--- config.mk ---
export PLATFORM = sky130hd
export DESIGN_NAME = uart_rx_fifo
export DESIGN_NICKNAME = d
export VERILOG_FILES = /design/src/rtl/uart_pkg.sv /design/src/rtl/uart_sync_edge.sv /design/src/rtl/uart_rx_fifo.sv
export SDC_FILE = /design/constraint.sdc
export NUM_CORES = 1
export LEC_CHECK = 0
export CAP_MARGIN = 20
export CORE_ASPECT_RATIO = 2
export CORE_MARGIN = 3
export CORE_UTILIZATION = 60
export CTS_BUF_LIST = sky130_fd_sc_hd__clkbuf_8
export CTS_CLUSTER_DIAMETER = 60
export DETAILED_ROUTE_END_ITERATION = 16
export HOLD_SLACK_MARGIN = 0.02
export PLACE_DENSITY_LB_ADDON = 0.05
export SLEW_MARGIN = 20
export SYNTH_ARGS = -nofsm -noshare
export SYNTH_HDL_FRONTEND = slang
export SYNTH_SLANG_ARGS = --single-unit
export TNS_END_PERCENT = 1
--- constraint.sdc ---
create_clock -name clk -period 6.37 [get_ports clk]
set_clock_uncertainty 0.2 [all_clocks]
set_input_delay 1.5925 -clock clk [delete_from_list [all_inputs] [get_ports clk]]
set_output_delay 1.5925 -clock clk [all_outputs]
set_load 0.1 [all_outputs]
--- src/rtl/uart_pkg.sv ---
// Shared UART definitions: data width, default RX FIFO depth
// and the baud-rate select encodings used by the baud generator.
package uart_pkg;

    localparam int UART_DATA_W = 8;
    localparam int FIFO_DEPTH  = 16;

    typedef enum logic [1:0] {
        BAUD_9600   = 2'd0,
        BAUD_19200  = 2'd1,
        BAUD_57600  = 2'd2,
        BAUD_115200 = 2'd3
    } baud_sel_e;

endpackage

--- src/rtl/uart_sync_edge.sv ---
// Two-flop synchroniser plus rising-edge detector for a slow
// strobe arriving from another clock domain.
module uart_sync_edge (
    input  logic clk,
    input  logic reset_n,
    input  logic d_i,
    output logic rise_o
);

    logic s1_q;
    logic s2_q;
    logic s3_q;

    always_ff @(posedge clk or negedge reset_n) begin
        if (!reset_n) begin
            s1_q <= 1'b0;
            s2_q <= 1'b0;
            s3_q <= 1'b0;
        end else begin
            s1_q <= d_i;
            s2_q <= s1_q;
            s3_q <= s2_q;
        end
    end

    assign rise_o = s2_q & ~s3_q;

endmodule

--- src/rtl/uart_rx_fifo.sv ---
// Receive byte FIFO fed by the UART receiver strobe and drained
// by host reads; tracks occupancy and a sticky overflow flag.
module uart_rx_fifo
    import uart_pkg::*;
#(
    parameter int DEPTH  = FIFO_DEPTH,
    parameter int ADDR_W = $clog2(DEPTH)
) (
    input  logic                   clk,
    input  logic                   reset_n,
    input  logic                   rx_valid,
    input  logic [UART_DATA_W-1:0] rx_data,
    input  logic                   rd_en,
    input  logic                   ovf_clr,
    output logic [UART_DATA_W-1:0] rd_data,
    output logic                   rd_valid,
    output logic                   empty,
    output logic                   full,
    output logic [ADDR_W:0]        count,
    output logic                   overflow
);

    logic [UART_DATA_W-1:0] mem_q [DEPTH];

    logic [ADDR_W-1:0]      wr_ptr_q;
    logic [ADDR_W-1:0]      rd_ptr_q;
    logic [ADDR_W:0]        count_q;
    logic [ADDR_W:0]        count_d;
    logic [UART_DATA_W-1:0] rd_data_q;
    logic                   rd_valid_q;
    logic                   ovf_q;

    logic wr_req;
    logic rd_acc;
    logic wr_acc;
    logic drop;

    uart_sync_edge u_sync (
        .clk     (clk),
        .reset_n (reset_n),
        .d_i     (rx_valid),
        .rise_o  (wr_req)
    );

    assign empty  = (count_q == '0);
    assign full   = (count_q == (ADDR_W+1)'(DEPTH));
    assign rd_acc = rd_en & ~empty;
    assign wr_acc = wr_req & (~full | rd_acc);
    assign drop   = wr_req & full & ~rd_acc;

    always_comb begin
        count_d = count_q;
        case ({wr_acc, rd_acc})
            2'b10:   count_d = count_q + 1'b1;
            2'b01:   count_d = count_q - 1'b1;
            default: count_d = count_q;
        endcase
    end

    // rx_data has been stable for two clk cycles by the time wr_req fires
    always_ff @(posedge clk) begin
        if (wr_acc) begin
            mem_q[wr_ptr_q] <= rx_data;
        end
    end

    always_ff @(posedge clk or negedge reset_n) begin
        if (!reset_n) begin
            wr_ptr_q   <= '0;
            rd_ptr_q   <= '0;
            count_q    <= '0;
            rd_data_q  <= '0;
            rd_valid_q <= 1'b0;
            ovf_q      <= 1'b0;
        end else begin
            count_q    <= count_d;
            rd_valid_q <= rd_acc;
            if (wr_acc) begin
                wr_ptr_q <= wr_ptr_q + 1'b1;
            end
            if (rd_acc) begin
                rd_ptr_q  <= rd_ptr_q + 1'b1;
                rd_data_q <= mem_q[rd_ptr_q];
            end
            if (drop) begin
                ovf_q <= 1'b1;
            end else if (ovf_clr) begin
                ovf_q <= 1'b0;
            end
        end
    end

    assign rd_data  = rd_data_q;
    assign rd_valid = rd_valid_q;
    assign count    = count_q;
    assign overflow = ovf_q;

endmodule

## Word level (Yosys, flattened, before mapping)

Memory sizes are Yosys's and may differ from the RTL's. A register that Yosys moved wholly into a read port is not among the register bits.
Index checks and enable logic that the tools add are counted.

| operators by class | value |
|---|---|
| equality and inequality tests | 3 |
| reductions and logical operators | 4 |
| bitwise operators | 10 |
| mux-type cells | 5 |
| add/subtract/negate cells | 4 |

Operators by type and width:

| operator | count |
|---|---|
| case mux 5 bit (2 select lines) | 1 |
| adder 4 x 1 -> 4 bit (second input constant) | 2 |
| adder 5 x 1 -> 5 bit (second input constant) | 1 |
| bitwise AND 1 bit | 5 |
| == test 5 bit (second input constant) | 1 |
| logical NOT 5 bit | 1 |
| subtractor 5 x 1 -> 5 bit (second input constant) | 1 |
| two-way mux 1 bit | 4 |
| NOT 1 bit | 4 |
| nonzero test 2 bit | 2 |
| == test 2 x 1 -> 1 bit (second input constant) | 1 |
| == test 2 bit (second input constant) | 1 |
| logical NOT 1 bit | 1 |
| OR 1 bit | 1 |

| storage, ports and cells | value |
|---|---|
| memories | 1 |
| bits of input ports | 13 |
| RAM bits | 128 |
| output and inout port bits | 17 |
| word-level logic and storage cells | 35 |
| bits in registers | 18 |

Memory list:

| name | words | bits a word | read ports | clocked after Yosys merged registers in | write ports | line | source |
|---|---|---|---|---|---|---|---|
| mem_q | 16 | 8 | 1 | 1 | 1 | uart_rx_fifo.sv:23 | `logic [UART_DATA_W-1:0] mem_q [DEPTH];` |

## Longest topological paths before layout

Gate-level depths: netlist of run 1.

| depth | value |
|---|---|
| word-level depth | 7 |
| depth in mapped cells | 9 |
| gate-level depth less buffers | 8 |

## Modules after synthesis

Synthesis of run 1 repeated with hierarchy kept, for this count alone.

| second synthesis, totals | value |
|---|---|
| cell total of the unflattened synthesis | 319 |
| area total of the unflattened synthesis | 6,150.9 um^2 |

Modules (own cells, without submodules):

| module | cells an instance | sequential area each (um^2) | area an instance (um^2) | times used |
|---|---|---|---|---|
| uart_rx_fifo | 315 | 4,419.2 | 6,062.1 | 1 |
| uart_sync_edge | 4 | 75.1 | 88.8 | 1 |

## Worst setup path after synthesis of run 1

Ideal clock, no wire load.

| path | value |
|---|---|
| path kind | flip-flop to output port |
| start | register count_q[1] (netlist: count[1]) |
| end | output port empty |
| setup slack | 1.835 ns |
| path buffers | 0 |
| cell stages (with the launch flop) | 3 |
| data arrival time | 2.742 ns |
| cells stage by stage | dfrtp_1 > or4_4 > nor2_1 |

| between the ends | value |
|---|---|
| cells in the longest elaborated chain, start to end | 1 |

Ends and longest elaborated chain:

| item | line | source |
|---|---|---|
| from (decl) | uart_rx_fifo.sv:27 | `logic [ADDR_W:0] count_q;` |
| from (signal assigned) | uart_rx_fifo.sv:76 | `count_q <= count_d;` |
| logical NOT 5 bit | uart_rx_fifo.sv:45 | `assign empty = (count_q == '0);` |
| to (decl) | uart_rx_fifo.sv:17 | `output logic empty,` |

Every way passes these cells.

## Worst setup path after layout of run 1

| path | value |
|---|---|
| start | register count_q[0] (netlist: count[0]) |
| end | output port full |

| between the ends | value |
|---|---|
| cells in the longest elaborated chain, start to end | 1 |

Ends and longest elaborated chain:

| item | line | source |
|---|---|---|
| == test 5 bit | uart_rx_fifo.sv:46 | `assign full = (count_q == (ADDR_W+1)'(DEPTH));` |
| to (decl) | uart_rx_fifo.sv:18 | `output logic full,` |

Every way passes these cells.

==> results of run 1 <==
## stage by stage
step	utilization [%]	setup slack [ns]	hold WS, ns	total power, mW	instances
after floorplan	-	1.84	0.131	2.20	315
after global placement	66.5	1.81	0.134	2.47	466
after detailed placement	66.5	1.66	0.138	2.49	466
after CTS	70.7	1.56	0.158	3.22	498
after global routing	70.9	1.43	0.171	3.35	498
final	70.9	1.57	0.155	3.20	498
## power groups by stage
stage / clock network (mW) / logic, mW / registers [mW]
global route: 0.802 / 1.23 / 1.31
global placement: 0 / 1.17 / 1.31
CTS: 0.755 / 1.18 / 1.29
finish: 0.741 / 1.17 / 1.29
detailed placement: 0 / 1.18 / 1.31
floorplan: 0 / 0.612 / 1.59
## worst max-delay path: cells and delay by family, from the launching register on
kind	cells	cell delay (ns)
buf+inv	1	1.14
flops	1	0.47
simple gates	2	0.96
## worst min-delay path by stage
| stage | startpoint | end | slack (ns) | depth (start not counted) |
|---|---|---|---|---|
| detailed placement | u_sync.s1_q$_DFF_PN0_ | u_sync.s2_q$_DFF_PN0_ | 0.14 | 0 |
| floorplan | u_sync.s1_q$_DFF_PN0_ | u_sync.s2_q$_DFF_PN0_ | 0.13 | 0 |
| global placement | u_sync.s1_q$_DFF_PN0_ | u_sync.s2_q$_DFF_PN0_ | 0.13 | 0 |
| CTS | u_sync.s1_q$_DFF_PN0_ | u_sync.s2_q$_DFF_PN0_ | 0.16 | 0 |
| global route | u_sync.s1_q$_DFF_PN0_ | u_sync.s2_q$_DFF_PN0_ | 0.17 | 0 |
| finish | u_sync.s1_q$_DFF_PN0_ | u_sync.s2_q$_DFF_PN0_ | 0.16 | 0 |
## logic make-up after synthesis
family                   after synthesis  share of synthesized area [%]
flip-flops                           154                           73.5
multiplexers                          53                           15.5
AND/OR/NAND/NOR                       51                           3.80
AO/OA/AOI/OAI                         20                           2.62
buffers and inverters                 19                           1.35
XOR/XNOR                               9                           1.29
adder cells (fa/ha/maj)                9                           1.96
## Yosys cell counts, types with 2 or more instances
cell type	count	share of area, %
mux2i_1	16	2.6
nor2_1	15	0.92
inv_1	4	0.25
buf_2	6	0.49
ha_1	8	1.6
clkbuf_1	5	0.31
nor3_1	4	0.33
nand2_1	19	1.2
mux4_2	32	12
dfrtp_1	26	11
o221ai_1	7	1.0
mux2_1	4	0.74
o211ai_1	2	0.25
a21o_1	2	0.25
nand4_1	2	0.20
edfxtp_1	128	63
buf_1	2	0.12
a21oi_1	2	0.16
xnor2_1	8	1.1
nor2b_1	2	0.20
nand2b_1	4	0.41
## sequential cells by signal, indices dropped and copies added, names as in the netlist
register and count:
rd_ptr_q 4, count 5, u_sync.s2_q 1, overflow 1, rd_valid 1, mem_q 128, u_sync.s1_q 1, u_sync.s3_q 1
rd_data 8, wr_ptr_q 4
## final cells by class
| type | count | area [sq um] | share of cell area, % |
|---|---|---|---|
| multi-input cells | 142 | 1560 | 22.4 |
| flip-flops and latches | 154 | 4490 | 64.5 |
| clock buffers | 17 | 234 | 3.36 |
| repair buffers | 33 | 320 | 4.60 |
| inverters | 5 | 18.8 | 0.269 |
| clock inverters | 15 | 175 | 2.51 |
| well taps | 132 | 165 | 2.37 |
## metal layers
| layer | vias to the layer above | global-route usage [%] | share of wire [%] |
|---|---|---|---|
| met5 | - | 0 | 0 |
| met4 | 0 | 11.1 | 2.9 |
| met3 | 20 | 4.84 | 3.0 |
| met2 | 80 | 42.1 | 59 |
| met1 | 1553 | 24.0 | 35 |
| li1 | 1331 | - | - |
==> metrics.md, run 1 <==
| Metric | Value |
|---|---|
| Status | finished clean |
| I/O pin count | 30 |
| Final slew viol count | 0 |
| Share of flip-flops with an asynchronous set or reset after synthesis | 16.9% |
| Max Cap Viol | 0 |
| Vias per cell | 5.99 |
| #FFs+latches synth | 154 |
| Final WL | 11900 um |
| Later-pin clock latency in the skew report | 0.44 ns |
| DR pass1 iterations | 4 |
| Portion of total power attributed to the clock network | 23.2% |
| Via count | 2984 |
| Last element of the critical path | full |
| Cell at the root of the clock tree | clkbuf_8 |
| Commonest non-fill, non-tap cell in the layout | edfxtp_1 |
| Area growth syn-to-layout | 13.9% |
| Buffer levels on the longest clock path | 2 |
| Setup CP Type | reg -> out |
| Wire length of the first global-routing pass | 18400 um |
| Critical register-to-register path endpoint | count[4]$_DFFE_PN0P_ |
| Depth of the worst register-to-register path | 8 |
| Number of instances in the synthesized netlist | 315 |
| Routed WL per cell | 23.9 um |
| Final sum of negative setup slack | 0 ns |
| Synthesized cell area | 6120 sq um |
| Global-route total usage across every layer | 22.7% |
| Number of gates given a new drive strength after cts | 0 |
| Power per cell area | 459 nW/um^2 |
| Switching power as a share of total power | 37.0% |
| Std-Cell Core Area | 9830 sq um |
| H-Tree Level Count | 4 |
| Net count after synthesis | 337 |
| Internal reg-to-reg setup slack | 2.71 ns |
| Initial detailed-routing violation count | 232 |
| Fraction of layout instances using a drive strength above 1 | 20.2% |
| Leakage power | 2.34 nW |
| Logic gate share of total power | 36.4% |
| Share of the yosys chip area belonging to registers | 73.5% |
| Worst Setup SP | count[0]$_DFFE_PN0P_ |
| Dominant register cell in the synthesized netlist | edfxtp_1 |
| Area of the die | 11500 sq um |
| Source of the worst register-to-register timing path | count[1]$_DFFE_PN0P_ |
| Weighted congestion at the end of routability-driven global placement | 0.862 |
| Critical-path top delay cell | clkdlybuf4s50_1 |
| Number of placement rows | 51 |
| Non-Filler Cell Area, Final | 6970 sq um |
| Die Span X | 77.4 um |
| Final critical path time including I/O delays and setup | 4.80 ns |
| Proportion of power drawn by flip-flops and latches | 40.4% |
| Initial core utilization | 62.2% |
| Final cycle utilization of the critical path | 75.4% |
| Clk sinks | 154 |
| Number of antenna violations at the first check in global routing | 0 |
| Endpoint required time on the critical path | 4.58 ns |
| Synthesized area divided by synthesized cell count | 19.4 sq um |
| Max-slew headroom | 32.8% |
| Post-CTS Setup Bufs | 0 |
| Worst endpoint data arrival time | 3.01 ns |
| Number of global-route vias before repair | 3250 |
| Maximum cell stage delay along the critical path | 1.14 ns |
| Unrepaired setup endpoints after global routing | no |
| Filler cell count in the final layout | 674 |
| Critical-path maximum fanout | 6 |
| Post-synth EDFFs | 128 |
| Port Buf Inserts | 29 |
| DRC violations left | 0 |
| Final hold violation count | 0 |
| Total net switching power | 1.18 mW |
| Area post-placement | 6540 sq um |
| Class of the tightest hold or removal check | reg -> reg |
| Worst Setup Start Kind | flip-flop |
| Achievable frequency | 208 MHz |
| Internal power summed over all cells | 2.02 mW |
| Detailed placement HPWL | 8150 um |
| Hold-fix buffer count after cts | 0 |
| Pin count of the biggest net entering global routing | 35 |
| Peak VDD IR | 393 uV |
| Number of distinct library cells after synthesis | 38 |
| Clock-pin transition on the worst setup and hold timing paths | 0.09 ns |
| Cell Chain, Critical Path | nor4_1 -> and2_1 -> clkdlybuf4s50_1 |
| Clock tree from TritonCTS | yes |
| Fin nets | 375 |
| Antenna diodes | 0 |
| CP Capture Type | output port |
| TritonCTS Buffers | 17 |
| Detail Route Antenna Nets | 0 |
| Worst Tran Pin Value | 1.01 ns |
| Die extent in y | 149 um |
| Commonest non-fill, non-tap cells in the layout | 128 x edfxtp_1, 32 x mux4_2, 29 x clkdlybuf4s50_1, 26 x dfrtp_1, 19 x nand2_1 |
| Ys Warns | 0 |
| Setup-violating endpoint count in the final report | 0 |
| Overflow left after global routing | 0 |
Note: power is estimated with default switching activity, not from simulation.
==> run 2, diff against run 1 <==
==> constraint.sdc (replaced) <==
create_clock -name clk -period 4.78 [get_ports clk]
set_clock_uncertainty 0.2 [all_clocks]
set_input_delay 1.195 -clock clk [delete_from_list [all_inputs] [get_ports clk]]
set_output_delay 1.195 -clock clk [all_outputs]
set_load 0.1 [all_outputs]
==> metrics.md, run 2 (synthesized netlist as in run 1, its figures left out) <==
| Metric | Value |
|---|---|
| Status | finished clean |
| Final critical path time including I/O delays and setup | 3.52 ns |
| Power per cell area | 617 nW/um^2 (+34%) |
| Weighted congestion at the end of routability-driven global placement | 0.858 (-0.41%) |
| Number of global-route vias before repair | 3191 (-1.8%) |
| Peak VDD IR | 490 uV (+25%) |
| CP Capture Type | output port |
| Worst Tran Pin Value | 1.00 ns (-0.00302 ns) |
| Class of the tightest hold or removal check | reg -> reg |
| Setup WS post-layout | 1.26 ns (-0.308 ns) |
| Critical-path maximum fanout | 6 (unchanged) |
| Maximum cell stage delay along the critical path | 1.19 ns (+0.05 ns) |
| Initial core utilization | 62.2% (unchanged) |
| Final slew viol count | 0 (unchanged) |
| Number of gates given a new drive strength after cts | 0 (unchanged) |
| Number of placement rows | 51 (unchanged) |
| Cell Chain, Critical Path | clkdlybuf4s50_1 |
| Clk sinks | 154 (unchanged) |
| Commonest non-fill, non-tap cell in the layout | edfxtp_1 |
| Antenna diodes | 0 (unchanged) |
| Number of placed instances with taps included | 470 (+0.86%) |
| Leakage power | 2.37 nW (+1.3%) |
| Die extent in y | 149 um (unchanged) |
| Setup CP Type | reg -> out |
| Fin nets | 379 (+1.1%) |
| Via count | 2994 (+0.34%) |
| Worst slack, placed | 0.802 ns (-0.857 ns) |
| DR pass1 iterations | 5 (+1) |
| Depth of the worst register-to-register path | 8 (unchanged) |
| Unrepaired setup endpoints after global routing | no |
| Flip-flop count of the largest register, all copies and words added | 128 (unchanged) |
| DRC violations left | 0 (unchanged) |
| Critical-path top delay cell | clkdlybuf4s50_1 |
| Cell Count, Final, Fillers Out | 502 (+0.80%) |
| Final WL | 11700 um (-1.9%) |
| Pin count of the biggest net entering global routing | 27 (-23%) |
| Routed WL per cell | 23.2 um (-2.7%) |
| Post-CTS Setup Bufs | 0 (unchanged) |
| Initial detailed-routing violation count | 233 (+0.43%) |
| Std-Cell Core Area | 9830 sq um (unchanged) |
| Cell at the root of the clock tree | clkbuf_8 |
| Hold path cells | 0 (unchanged) |
| Detail Route Antenna Nets | 0 (unchanged) |
| Number of buffers and inverters on the critical path | 1 (unchanged) |
| Clock-pin transition on the worst setup and hold timing paths | 0.08 ns (about the same) |
| Clock tree from TritonCTS | yes |
| Wire length of the first global-routing pass | 18300 um (-0.19%) |
| Commonest non-fill, non-tap cells in the layout | 128 x edfxtp_1, 32 x mux4_2, 27 x clkdlybuf4s50_1, 26 x dfrtp_1 |
| Area growth syn-to-layout | 14.3% |
| Max-slew headroom | 33.0% (+0.20 points) |
| H-Tree Level Count | 4 (unchanged) |
| Filler cell count in the final layout | 654 (-3.0%) |
| TritonCTS Buffers | 17 (unchanged) |
| Final hold violation count | 0 (unchanged) |
| Hold-fix buffer count after cts | 0 (unchanged) |
| Overflow left after global routing | 0 (unchanged) |
| Detailed placement HPWL | 8370 um (+2.6%) |
| HP Start | u_sync.s1_q$_DFF_PN0_ |
| Number of antenna violations at the first check in global routing | 0 (unchanged) |
| Max Cap Viol | 0 (unchanged) |
| Vias per cell | 5.96 (-0.46%) |
| Final sum of negative setup slack | 0 ns (unchanged) |
| Setup-violating endpoint count in the final report | 0 (unchanged) |
| Source of the worst register-to-register timing path | count[0]$_DFFE_PN0P_ |
| Critical register-to-register path endpoint | count[4]$_DFFE_PN0P_ |
| Buffer levels on the longest clock path | 2 (unchanged) |
| Worst endpoint data arrival time | 2.12 ns (-0.89 ns) |
| Endpoint of the worst hold path | u_sync.s2_q$_DFF_PN0_ |
| Port Buf Inserts | 29 (unchanged) |
| Later-pin clock latency in the skew report | 0.44 ns (about the same) |
| Die Span X | 77.4 um (unchanged) |
| Largest register by flop count | mem_q |
| Global-route total usage across every layer | 22.6% (-0.094 points) |
| Worst Setup Start Kind | flip-flop |
| I/O pin count | 30 (unchanged) |
| Internal reg-to-reg setup slack | 1.35 ns (-1.36 ns) |
| Endpoint required time on the critical path | 3.38 ns (-1.20 ns) |
| Achievable frequency | 284 MHz |
| Final cycle utilization of the critical path | 73.6% |
| Area of the die | 11500 sq um (unchanged) |
| Kind of cell adding the most delay to the critical path | buffers and inverters |
| Fraction of layout instances using a drive strength above 1 | 20.8% (+0.59 points) |
-- run 2: cell count changes in the layout (fill, tap and decap cells not counted), sizes merged --
cell and delta:
clkdlybuf4s50 -2, inv -1, buf +6, clkbuf +2
clkinvlp -1
-- run 2: worst max-delay path by stage --
stage / from / endpoint / slack (ns) / depth (start not counted)
after floorplan: count[1]$_DFFE_PN0P_ / empty / 0.64 / 2
after global placement: rd_en / mem_q[7][7]$_DFFE_PP_ / 0.82 / 5
after detailed placement: rd_en / mem_q[7][5]$_DFFE_PP_ / 0.80 / 5
after CTS: count[0]$_DFFE_PN0P_ / count[0] / 1.22 / 1
after global routing: rd_en / mem_q[7][1]$_DFFE_PP_ / 1.12 / 5
final: count[0]$_DFFE_PN0P_ / count[0] / 1.26 / 1
-- run 2: power by group --
part / internal [mW] / switching [mW] / total [mW]
Clock: 0.548 / 0.464 / 1.01
Sequential: 1.60 / 0.166 / 1.77
Combinational: 0.573 / 0.963 / 1.54
Total: 2.72 / 1.59 / 4.32
-- run 2: layer usage --
metal | share of wire [%] | vias up | global-route usage, %
li1 | - | 1343 | -
met1 | 34 | 1530 | 24.4
met2 | 58 | 96 | 40.9
met3 | 3.4 | 25 | 4.53
met4 | 4.3 | 0 | 12.4
met5 | 0 | - | 0
-- run 2: metrics by stage --
stage	utilization, %	cell area [sq um]	hold slack [ns]	total power, mW
after floorplan	-	6120	0.131	2.93
after global placement	66.8	6560	0.136	3.34
after detailed placement	66.8	6560	0.141	3.35
after CTS	71.1	6990	0.161	4.36
after global routing	71.1	6990	0.162	4.51
final	71.1	6990	0.159	4.32
-- run 2: layout make-up --
cell class	count	area (sq um)	area share (%)
Timing Repair Buffer	37	345	4.94
Inverter	5	18.8	0.268
Tap cell	132	165	2.36
Multi-Input combinational cell	142	1540	22.0
Clock inverter	13	166	2.38
Sequential cell	154	4490	64.3
Clock buffer	19	262	3.74
